[src/rtl/wb_dma_copy_pkg.sv]
// wb_dma_copy shared definitions:
// register offsets, CTRL bit positions, FSM states.
package wb_dma_copy_pkg;

  localparam logic [1:0] REG_SRC  = 2'd0;
  localparam logic [1:0] REG_DST  = 2'd1;
  localparam logic [1:0] REG_LEN  = 2'd2;
  localparam logic [1:0] REG_CTRL = 2'd3;

  localparam int CTRL_START = 0;
  localparam int CTRL_BUSY  = 1;
  localparam int CTRL_DONE  = 2;
  localparam int CTRL_IE    = 3;
  localparam int CTRL_ERR   = 4;

  typedef enum logic [2:0] {
    IDLE,
    RD,
    GAP_W,
    WR,
    GAP_R,
    FIN
  } state_e;

endpackage

[src/rtl/wb_dma_copy_if.sv]
// Classic Wishbone bus bundle used for both the
// register (slave) port and the copy (master) port.
interface wb_dma_copy_if #(
  parameter int AW = 32
) ();

  logic          cyc;
  logic          stb;
  logic          we;
  logic [3:0]    sel;
  logic [AW-1:0] adr;
  logic [31:0]   dat_w;
  logic [31:0]   dat_r;
  logic          ack;
  logic          err;

  modport master (
    output cyc, stb, we, sel, adr, dat_w,
    input  dat_r, ack, err
  );

  modport slave (
    input  cyc, stb, we, sel, adr, dat_w,
    output dat_r, ack, err
  );

endinterface

[src/rtl/wb_dma_copy_regs.sv]
// Register port of the copy engine: decode, one-cycle
// ack, SRC/DST/LEN/CTRL storage and the interrupt flop.
module wb_dma_regs
  import wb_dma_copy_pkg::*;
#(
  parameter int AW    = 32,
  parameter int LEN_W = 16
) (
  input  logic             clk,
  input  logic             rstn,
  wb_dma_copy_if.slave     s,
  input  logic             busy_i,
  input  logic             done_set_i,
  input  logic             err_set_i,
  output logic             start_o,
  output logic [AW-1:0]    src_o,
  output logic [AW-1:0]    dst_o,
  output logic [LEN_W-1:0] len_o,
  output logic             irq_o
);

  logic             ack_q, ack_d;
  logic [31:0]      rdat_q, rdat_d;
  logic [AW-1:0]    src_q, src_d;
  logic [AW-1:0]    dst_q, dst_d;
  logic [LEN_W-1:0] len_q, len_d;
  logic             ie_q, ie_d;
  logic             done_q, done_d;
  logic             err_q, err_d;
  logic             irq_q, irq_d;
  logic             req, wr, wr_ctrl, start;
  logic [1:0]       a;
  logic             unused_ok;

  assign unused_ok = ^{s.sel, s.adr[AW-1:4], s.adr[1:0]};

  always_comb begin
    req     = s.cyc & s.stb & ~ack_q;
    wr      = req & s.we;
    a       = s.adr[3:2];
    wr_ctrl = wr & (a == REG_CTRL);
    start   = wr_ctrl & s.dat_w[CTRL_START] & ~busy_i;
    ack_d   = req;
    src_d   = src_q;
    dst_d   = dst_q;
    len_d   = len_q;
    ie_d    = ie_q;
    done_d  = done_q;
    err_d   = err_q;
    rdat_d  = rdat_q;
    if (wr && !busy_i) begin
      case (a)
        REG_SRC: src_d = AW'(s.dat_w);
        REG_DST: dst_d = AW'(s.dat_w);
        REG_LEN: len_d = s.dat_w[LEN_W-1:0];
        default: ;
      endcase
    end
    if (wr_ctrl) begin
      ie_d = s.dat_w[CTRL_IE];
      if (s.dat_w[CTRL_DONE]) done_d = 1'b0;
      if (s.dat_w[CTRL_ERR])  err_d  = 1'b0;
    end
    // a zero-length start completes immediately
    if (start) begin
      done_d = (len_q == '0);
      err_d  = 1'b0;
    end
    if (done_set_i) done_d = 1'b1;
    if (err_set_i)  err_d  = 1'b1;
    if (req && !s.we) begin
      case (a)
        REG_SRC: rdat_d = 32'(src_q);
        REG_DST: rdat_d = 32'(dst_q);
        REG_LEN: rdat_d = 32'(len_q);
        default: rdat_d = {27'd0, err_q, ie_q,
                           done_q, busy_i, 1'b0};
      endcase
    end
    irq_d   = done_d & ie_d;
    start_o = start & (len_q != '0);
  end

  always_ff @(posedge clk or negedge rstn) begin
    if (!rstn) begin
      ack_q  <= 1'b0;
      rdat_q <= '0;
      src_q  <= '0;
      dst_q  <= '0;
      len_q  <= '0;
      ie_q   <= 1'b0;
      done_q <= 1'b0;
      err_q  <= 1'b0;
      irq_q  <= 1'b0;
    end else begin
      ack_q  <= ack_d;
      rdat_q <= rdat_d;
      src_q  <= src_d;
      dst_q  <= dst_d;
      len_q  <= len_d;
      ie_q   <= ie_d;
      done_q <= done_d;
      err_q  <= err_d;
      irq_q  <= irq_d;
    end
  end

  assign s.ack   = ack_q;
  assign s.dat_r = rdat_q;
  assign s.err   = 1'b0;
  assign src_o   = src_q;
  assign dst_o   = dst_q;
  assign len_o   = len_q;
  assign irq_o   = irq_q;

endmodule

[src/rtl/wb_dma_copy.sv]
// Wishbone word-copy engine: one read then one write per
// word, dropping cyc between transfers for re-arbitration.
module wb_dma_copy
  import wb_dma_copy_pkg::*;
#(
  parameter int AW    = 32,
  parameter int LEN_W = 16
) (
  input  logic          clk,
  input  logic          rstn,
  wb_dma_copy_if.slave  s,
  wb_dma_copy_if.master m,
  output logic          irq_o
);

  state_e           state_q, state_d;
  logic [AW-1:0]    rsrc_q, rsrc_d;
  logic [AW-1:0]    rdst_q, rdst_d;
  logic [LEN_W-1:0] rem_q, rem_d;
  logic [31:0]      buf_q, buf_d;
  logic             start, done_set, err_set, busy;
  logic [AW-1:0]    src, dst;
  logic [LEN_W-1:0] len;

  assign busy = (state_q != IDLE);

  wb_dma_regs #(.AW(AW), .LEN_W(LEN_W)) u_regs (
    .clk        (clk),
    .rstn       (rstn),
    .s          (s),
    .busy_i     (busy),
    .done_set_i (done_set),
    .err_set_i  (err_set),
    .start_o    (start),
    .src_o      (src),
    .dst_o      (dst),
    .len_o      (len),
    .irq_o      (irq_o)
  );

  always_comb begin
    state_d  = state_q;
    rsrc_d   = rsrc_q;
    rdst_d   = rdst_q;
    rem_d    = rem_q;
    buf_d    = buf_q;
    done_set = 1'b0;
    err_set  = 1'b0;
    m.cyc    = 1'b0;
    m.stb    = 1'b0;
    m.we     = 1'b0;
    m.sel    = 4'h0;
    m.adr    = '0;
    m.dat_w  = '0;
    unique case (state_q)
      IDLE: begin
        if (start) begin
          rsrc_d  = src;
          rdst_d  = dst;
          rem_d   = len;
          state_d = RD;
        end
      end
      RD: begin
        m.cyc = 1'b1;
        m.stb = 1'b1;
        m.sel = 4'hF;
        m.adr = rsrc_q;
        if (m.err) begin
          done_set = 1'b1;
          err_set  = 1'b1;
          state_d  = IDLE;
        end else if (m.ack) begin
          buf_d   = m.dat_r;
          rsrc_d  = rsrc_q + AW'(4);
          state_d = GAP_W;
        end
      end
      GAP_W: state_d = WR;
      WR: begin
        m.cyc   = 1'b1;
        m.stb   = 1'b1;
        m.we    = 1'b1;
        m.sel   = 4'hF;
        m.adr   = rdst_q;
        m.dat_w = buf_q;
        if (m.err) begin
          done_set = 1'b1;
          err_set  = 1'b1;
          state_d  = IDLE;
        end else if (m.ack) begin
          rdst_d  = rdst_q + AW'(4);
          rem_d   = rem_q - LEN_W'(1);
          state_d = (rem_q == LEN_W'(1)) ? FIN : GAP_R;
        end
      end
      GAP_R: state_d = RD;
      FIN: begin
        done_set = 1'b1;
        state_d  = IDLE;
      end
      default: state_d = IDLE;
    endcase
  end

  always_ff @(posedge clk or negedge rstn) begin
    if (!rstn) begin
      state_q <= IDLE;
      rsrc_q  <= '0;
      rdst_q  <= '0;
      rem_q   <= '0;
      buf_q   <= '0;
    end else begin
      state_q <= state_d;
      rsrc_q  <= rsrc_d;
      rdst_q  <= rdst_d;
      rem_q   <= rem_d;
      buf_q   <= buf_d;
    end
  end

endmodule

[src/flat_wrapper.sv]
// flat-port wrapper written by rule: the top's interface ports become plain ports
module wb_dma_copy_flat import wb_dma_copy_pkg::*;
#(
  parameter int AW    = 32,
  parameter int LEN_W = 16
)
  (clk, rstn, irq_o, s_cyc, s_stb, s_we, s_sel, s_adr, s_dat_w, s_dat_r, s_ack, s_err, m_cyc, m_stb, m_we, m_sel, m_adr, m_dat_w, m_dat_r, m_ack, m_err);
  wb_dma_copy_if #(.AW(AW)) s_i ();
  wb_dma_copy_if #(.AW(AW)) m_i ();
  input  logic clk;
  input  logic rstn;
  output logic irq_o;
  input wire logic [$bits(s_i.cyc)-1:0] s_cyc;
  input wire logic [$bits(s_i.stb)-1:0] s_stb;
  input wire logic [$bits(s_i.we)-1:0] s_we;
  input wire logic [$bits(s_i.sel)-1:0] s_sel;
  input wire logic [$bits(s_i.adr)-1:0] s_adr;
  input wire logic [$bits(s_i.dat_w)-1:0] s_dat_w;
  output wire logic [$bits(s_i.dat_r)-1:0] s_dat_r;
  output wire logic [$bits(s_i.ack)-1:0] s_ack;
  output wire logic [$bits(s_i.err)-1:0] s_err;
  output wire logic [$bits(m_i.cyc)-1:0] m_cyc;
  output wire logic [$bits(m_i.stb)-1:0] m_stb;
  output wire logic [$bits(m_i.we)-1:0] m_we;
  output wire logic [$bits(m_i.sel)-1:0] m_sel;
  output wire logic [$bits(m_i.adr)-1:0] m_adr;
  output wire logic [$bits(m_i.dat_w)-1:0] m_dat_w;
  input wire logic [$bits(m_i.dat_r)-1:0] m_dat_r;
  input wire logic [$bits(m_i.ack)-1:0] m_ack;
  input wire logic [$bits(m_i.err)-1:0] m_err;
  assign s_i.cyc = s_cyc;
  assign s_i.stb = s_stb;
  assign s_i.we = s_we;
  assign s_i.sel = s_sel;
  assign s_i.adr = s_adr;
  assign s_i.dat_w = s_dat_w;
  assign s_dat_r = s_i.dat_r;
  assign s_ack = s_i.ack;
  assign s_err = s_i.err;
  assign m_cyc = m_i.cyc;
  assign m_stb = m_i.stb;
  assign m_we = m_i.we;
  assign m_sel = m_i.sel;
  assign m_adr = m_i.adr;
  assign m_dat_w = m_i.dat_w;
  assign m_i.dat_r = m_dat_r;
  assign m_i.ack = m_ack;
  assign m_i.err = m_err;
  wb_dma_copy #(.AW(AW), .LEN_W(LEN_W)) u_core (.clk(clk), .rstn(rstn), .s(s_i), .m(m_i), .irq_o(irq_o));
endmodule
[config.mk]
export PLATFORM = sky130hd
export DESIGN_NAME = wb_dma_copy_flat
export DESIGN_NICKNAME = d
export VERILOG_FILES = /design/src/rtl/wb_dma_copy_pkg.sv /design/src/rtl/wb_dma_copy_if.sv /design/src/rtl/wb_dma_copy_regs.sv /design/src/rtl/wb_dma_copy.sv /design/src/flat_wrapper.sv
export SDC_FILE = /design/constraint.sdc
export NUM_CORES = 1
export LEC_CHECK = 0
export CAP_MARGIN = 0
export CORE_MARGIN = 10
export CORE_UTILIZATION = 37
export CTS_BUF_LIST = sky130_fd_sc_hd__clkbuf_2 sky130_fd_sc_hd__clkbuf_4 sky130_fd_sc_hd__clkbuf_8
export DETAILED_ROUTE_END_ITERATION = 7
export GPL_ROUTABILITY_DRIVEN = 0
export SLEW_MARGIN = 10
export SYNTH_ARGS = -nofsm -noshare
export SYNTH_HDL_FRONTEND = slang
export SYNTH_SLANG_ARGS = --single-unit
[constraint.sdc]
create_clock -name clk -period 3.65 [get_ports clk]
set_input_delay 0.73 -clock clk [delete_from_list [all_inputs] [get_ports clk]]
set_output_delay 0.73 -clock clk [all_outputs]
set_load 0.1 [all_outputs]
-- Word level (Yosys, flattened, before mapping)
Index checks and enable logic that the tools add are counted.
- $add $sub $neg: 3
- equality and inequality tests: 16
- muxes and demuxes: 37
- bitwise gates (word level): 11
- reductions and logical operators: 22
- operator list (operator ; number):
    2-to-1 mux 32 bit ; 7
    case mux 32 bit (2 select lines) ; 3
    case mux 32 bit (3 select lines) ; 1
    adder 32 x 3 -> 32 bit (second input constant) ; 2
    2-to-1 mux 16 bit ; 3
    case mux 16 bit (2 select lines) ; 1
    equality test 16 x 1 -> 1 bit (second input constant) ; 1
    zero test 16 bit ; 1
    nonzero test 16 bit ; 1
    subtractor 16 x 1 -> 16 bit (second input constant) ; 1
    2-to-1 mux 3 bit ; 5
    case mux 3 bit (5 select lines) ; 1
    2-to-1 mux 1 bit ; 14
    nonzero test 3 bit ; 3
    bitwise AND 1 bit ; 8
    != test 2 bit (second input constant) ; 4
    AND reduction 2 bit ; 4
    AND reduction 4 bit ; 2
    equality test 3 x 2 -> 1 bit (second input constant) ; 2
    equality test 3 bit (second input constant) ; 2
    != test 3 bit (second input constant) ; 2
    AND reduction 3 bit ; 2
    equality test 2 bit (second input constant) ; 2
    2-to-1 mux 4 bit ; 1
    other kinds (11) ; 16
- register bits: 232
- input bits: 107

-- Depth between registers and ports, before layout
Gate-level depths: netlist of the first run.
- depth in word-level cells: 9
- mapped depth: 12
- mapped depth without buffers: 8

-- Cells and area by module
A second synthesis of the first run with hierarchy kept.
- cells, all modules: 1192
- area, all modules: 11997.8 um^2
- by module, submodules not included (module ; times used ; cells each ; area each (um^2) ; seq. area each (um^2)):
    wb_dma_copy ; 1 ; 816 ; 6989.2 ; 2877.8
    wb_dma_regs ; 1 ; 376 ; 5008.6 ; 2927.8

-- Worst setup path after synthesis of the first run
Ideal clock, no wire load.
- path type: flip-flop to output port
- start: reg u_core.state_q[2]
- end: out m_dat_w[24]
- data arrival time: 3.592 ns
- required time: 2.920 ns
- slack: -0.672 ns
- cell stages (with the launch flop): 10
- buffers on the path: 4
- path through: dfrtp_1 buf_4 nand2b_1 buf_2 inv_2 nand2_4 inv_2 clkbuf_1 clkbuf_1 and2_1
- longest elaborated chain between the ends: 2
- RTL lines (what ; RTL line ; RTL):
    start: declaration ; wb_dma_copy.sv:16 ; state_e state_q, state_d;
    start signal: assignment ; wb_dma_copy.sv:114 ; state_q <= state_d;
    equality test 3 x 2 -> 1 bit ; wb_dma_copy.sv:55 ; unique case (state_q)
    2-to-1 mux 32 bit ; wb_dma_copy.sv:55 ;
    end: declaration ; flat_wrapper.sv:27 ; output wire logic [$bits(m_i.dat_w)-1:0] m_dat_w;
Every way passes these cells.

-- Final worst setup path of the first run
- start: reg u_core.state_q[2]
- end: out m_dat_w[16]
Same word-level chain as after synthesis.

==> metrics, run 1 <==
Clock Pin Slew Worst Setup and Hold Paths 0.06 ns; WL final 36600 µm; Num CTS Buffers 42; RSZ-0062 raised after global routing false; top post-synthesis cells by area dfrtp_1, mux2_2, nand2_1, mux2i_1, a21oi_1; synthesized area 0.0121 mm²; largest net degree at the start of global routing 94; R2R Path End u_core.rdst_q[15]$_DFFE_PN0P_; io pins 213; Vias 10100; status completed; CP most frequent cell inv_2; ys async rst share 100%; core box area 0.0324 mm²; syn_nets 1350; Gates resized, CTS repair 0; antenna violations before repair 0; CTS sink cnt 232; via-per-instance ratio 5.40; Die ar. 0.0402 mm²; antenna cells 0; Int Pwr 7.63 mW; critical path launch point type register; Critical Path Max Stage Delay 0.52 ns; combinational share of power 48.8%; Max Slew Vio Count 0; Yosys Warn Count 0; Max Clk Rate 0.291 GHz; first-pass GRT wire length 58100 µm; Yosys reg bits 232; Yosys top cell area share 48.2%; Worst Reg2Reg Path Length in Cells 8; Worst Skew 0.0285 ns; HPWL after DPL 26200 µm; Final Cell Area 0.0156 mm²; Yosys cell types 66; final net count 1506; final setup TNS 0 ns; switching part of the total 48.1%; Worst setup EP type output pin; CTS max path bufs 3; detailed-route wire length per cell 19.6 µm; largest area contributor in the netlist dfrtp_1; Post-synth EDFFs 0; Synth Instances 1239; Leak 6.81 nW; crit-path cells nand2b_1, inv_2, nand2_4, inv_2, and2_1, buf_12; max_slew headroom 33.4%; layout cell share with drive strength beyond 1 20.3%; clk_lat worst skew 0.56 ns; DRC violation count after routing 0; crit path DAT 2.71 ns; R2R Setup Slk 0.77 ns; post-placement cell area 0.0147 mm²; Power Density 940 mW/mm²; HP Class in -> async; setup ws final 0.211 ns; starting density of the core 37.2%; Starting DRT DRC Count 609; kind of critical path reg -> out; pre-CTS setup slack 0.585 ns; Post-CTS Hold Fix Bufs 0; Critical Path RT 2.92 ns; Main synth FF type dfrtp_1; total of max-cap violations 0; Layout area overhead 29.7%; final hold vios 0; router iterations before antenna repair 5; TritonCTS clock tree yes; RR Startpoint u_core.state_q[2]$_DFFE_PN0P_; switching power 7.07 mW; number of port buffers 177; worst slew pin tran 0.996 ns; gr ovfl total 0; Worst VDD drop 0.000483 V; clock root cell clkbuf_8; row count 66; crit path max fanout 35; Final setup viols 0; CP max-delay cell dfrtp_1; fin crit share 94.2%; register share of total power 33.3%; Total GRT Usage 17.8%; die width 200 µm; Avg Cell Area, Syn 9.73 µm²; Detail Route Antenna Nets 0; clock group share of total power 17.9%; CP startpoint u_core.state_q[2]$_DFFE_PN0P_; vias in the first global route 9857; Seq/Total Area, Yosys 48.2%; Die Y-Extent 200 µm; min Tclk post-route 3.44 ns; # H-tree levels 2; post-CTS setup buffer count 0
## worst max-delay path by stage
stage                                                to  cells after the start
final                                       m_dat_w[16]                      6
after CTS                                   m_dat_w[18]                      6
after detailed placement  u_core.rdst_q[29]$_DFFE_PN0P_                      7
after floorplan                             m_dat_w[24]                      9
after global routing                        m_dat_w[16]                      6
after global placement    u_core.rdst_q[29]$_DFFE_PN0P_                      7
## cells in the mapped netlist, types with 3 or more instances
cell type	count
nor2b_1	7
buf_2	24
o22ai_1	12
buf_1	8
a2bb2oi_1	3
inv_1	10
buf_6	7
nand2b_1	4
a211oi_1	5
ha_1	4
and4_1	3
a21oi_1	85
mux2_2	83
and3_1	20
o21ai_1	5
nand4_1	20
nand2_1	186
a31oi_1	14
o2bb2ai_1	10
o21ai_0	66
nand3_1	30
o21a_1	5
a32oi_1	3
a41o_1	3
o2bb2a_1	5
clkbuf_1	48
and2_1	39
o31ai_1	22
o22a_1	21
mux4_2	4
mux2i_1	63
a41oi_1	3
buf_4	9
dfrtp_1	232
nor4_1	10
nor2_1	105
nor3_2	5
a22o_1	3
a22oi_1	10
nor3_1	9
## layout by cell type, fill, tap and decap left out, types with 32 or more instances in the layout
| cell type | Yosys | routed |
|---|---|---|
| and2_1 | 39 | 32 |
| mux2_2 | 83 | 83 |
| buf_12 | 0 | 60 |
| mux2i_1 | 63 | 63 |
| nor2_1 | 105 | 105 |
| nand2_1 | 186 | 186 |
| clkbuf_8 | 0 | 54 |
| o21ai_0 | 66 | 66 |
| a21oi_1 | 85 | 85 |
| buf_4 | 9 | 42 |
| dfrtp_1 | 232 | 231 |
| clkdlybuf4s50_1 | 0 | 104 |
## logic make-up after synthesis
family | share of synthesized area [%]
AO/OA/AOI/OAI | 15.4
adder cells (fa/ha/maj) | 0.415
buffers and inverters | 4.33
flip-flops | 48.2
multiplexers | 13.8
other | 0.0311
AND/OR/NAND/NOR | 17.8
## cell type report
type	instances	area [µm²]
Clock inverter	6	63.8
Timing Repair Buffer	208	2580
Tap cell	442	553
Clock buffer	67	841
Multi-Input combinational cell	899	5750
Sequential cell	232	5810
Inverter	12	45.0
Fill cell	3105	16700
## state kept, by name (all words and copies together) (netlist names)
register               cells
u_core.rdst_q             32
u_core.u_regs.s.dat_r     32
u_core.u_regs.ie_q         1
u_core.u_regs.done_q       1
u_core.u_regs.s.ack        1
u_core.rem_q              16
u_core.u_regs.src_o       32
u_core.u_regs.dst_o       32
u_core.rsrc_q             32
u_core.buf_q              32
u_core.state_q             3
u_core.u_regs.irq_o        1
u_core.u_regs.len_o       16
u_core.u_regs.err_q        1
## layer usage
layer	up-vias	routed length, µm	global-route usage [%]	part of all wire (%)
li1	4756	-	-	-
met1	4938	16900	24.9	46
met2	332	15700	26.0	43
met3	49	3200	5.45	8.8
met4	0	733	4.84	2.0
met5	-	0	0	0
## stage by stage
step | hold WS, ns | power, mW | std cells | utilization [%]
after global routing | 0.228 | 15.5 | 1866 | 48.3
after global placement | 0.449 | 12.0 | 1793 | 45.5
after CTS | 0.223 | 14.8 | 1866 | 48.3
after floorplan | 0.434 | 9.75 | 1239 | -
after detailed placement | 0.454 | 12.1 | 1793 | 45.5
final | 0.172 | 14.7 | 1866 | 48.3
## worst max-delay path: cells and delay by family (launching register included)
kind	cells	cell delay [ns]
buf+inv	3	1.01
flops	1	0.52
simple gates	3	0.60
## power by group through the flow
stage                     Clock [mW]  Sequential [mW]  Combinational (mW)
after floorplan                    0             5.11                4.63
after global placement             0             4.86                7.12
after detailed placement           0             4.90                7.20
after CTS                       2.70             4.86                7.21
after global routing            2.82             5.06                7.65
final                           2.63             4.90                7.17
(Power assumes the default switching activity.)
==> run 2, diff against run 1 <==
--- a/config.mk
+++ b/config.mk
@@ -11,6 +11,7 @@
 export CTS_BUF_LIST = sky130_fd_sc_hd__clkbuf_2 sky130_fd_sc_hd__clkbuf_4 sky130_fd_sc_hd__clkbuf_8
 export DETAILED_ROUTE_END_ITERATION = 7
 export GPL_ROUTABILITY_DRIVEN = 0
+export SKIP_CTS_REPAIR_TIMING = 1
 export SLEW_MARGIN = 10
 export SYNTH_ARGS = -nofsm -noshare
 export SYNTH_HDL_FRONTEND = slang
==> results of run 2 <==
No change in the layout: final DEF, timing and power equal those of run 1.
==> run 3, diff against run 2 <==
--- a/config.mk
+++ b/config.mk
@@ -12,7 +12,6 @@
 export DETAILED_ROUTE_END_ITERATION = 7
 export GPL_ROUTABILITY_DRIVEN = 0
 export SKIP_CTS_REPAIR_TIMING = 1
-export SLEW_MARGIN = 10
 export SYNTH_ARGS = -nofsm -noshare
 export SYNTH_HDL_FRONTEND = slang
 export SYNTH_SLANG_ARGS = --single-unit
==> results of run 3 <==
No change in the layout: final DEF, timing and power equal those of run 1.
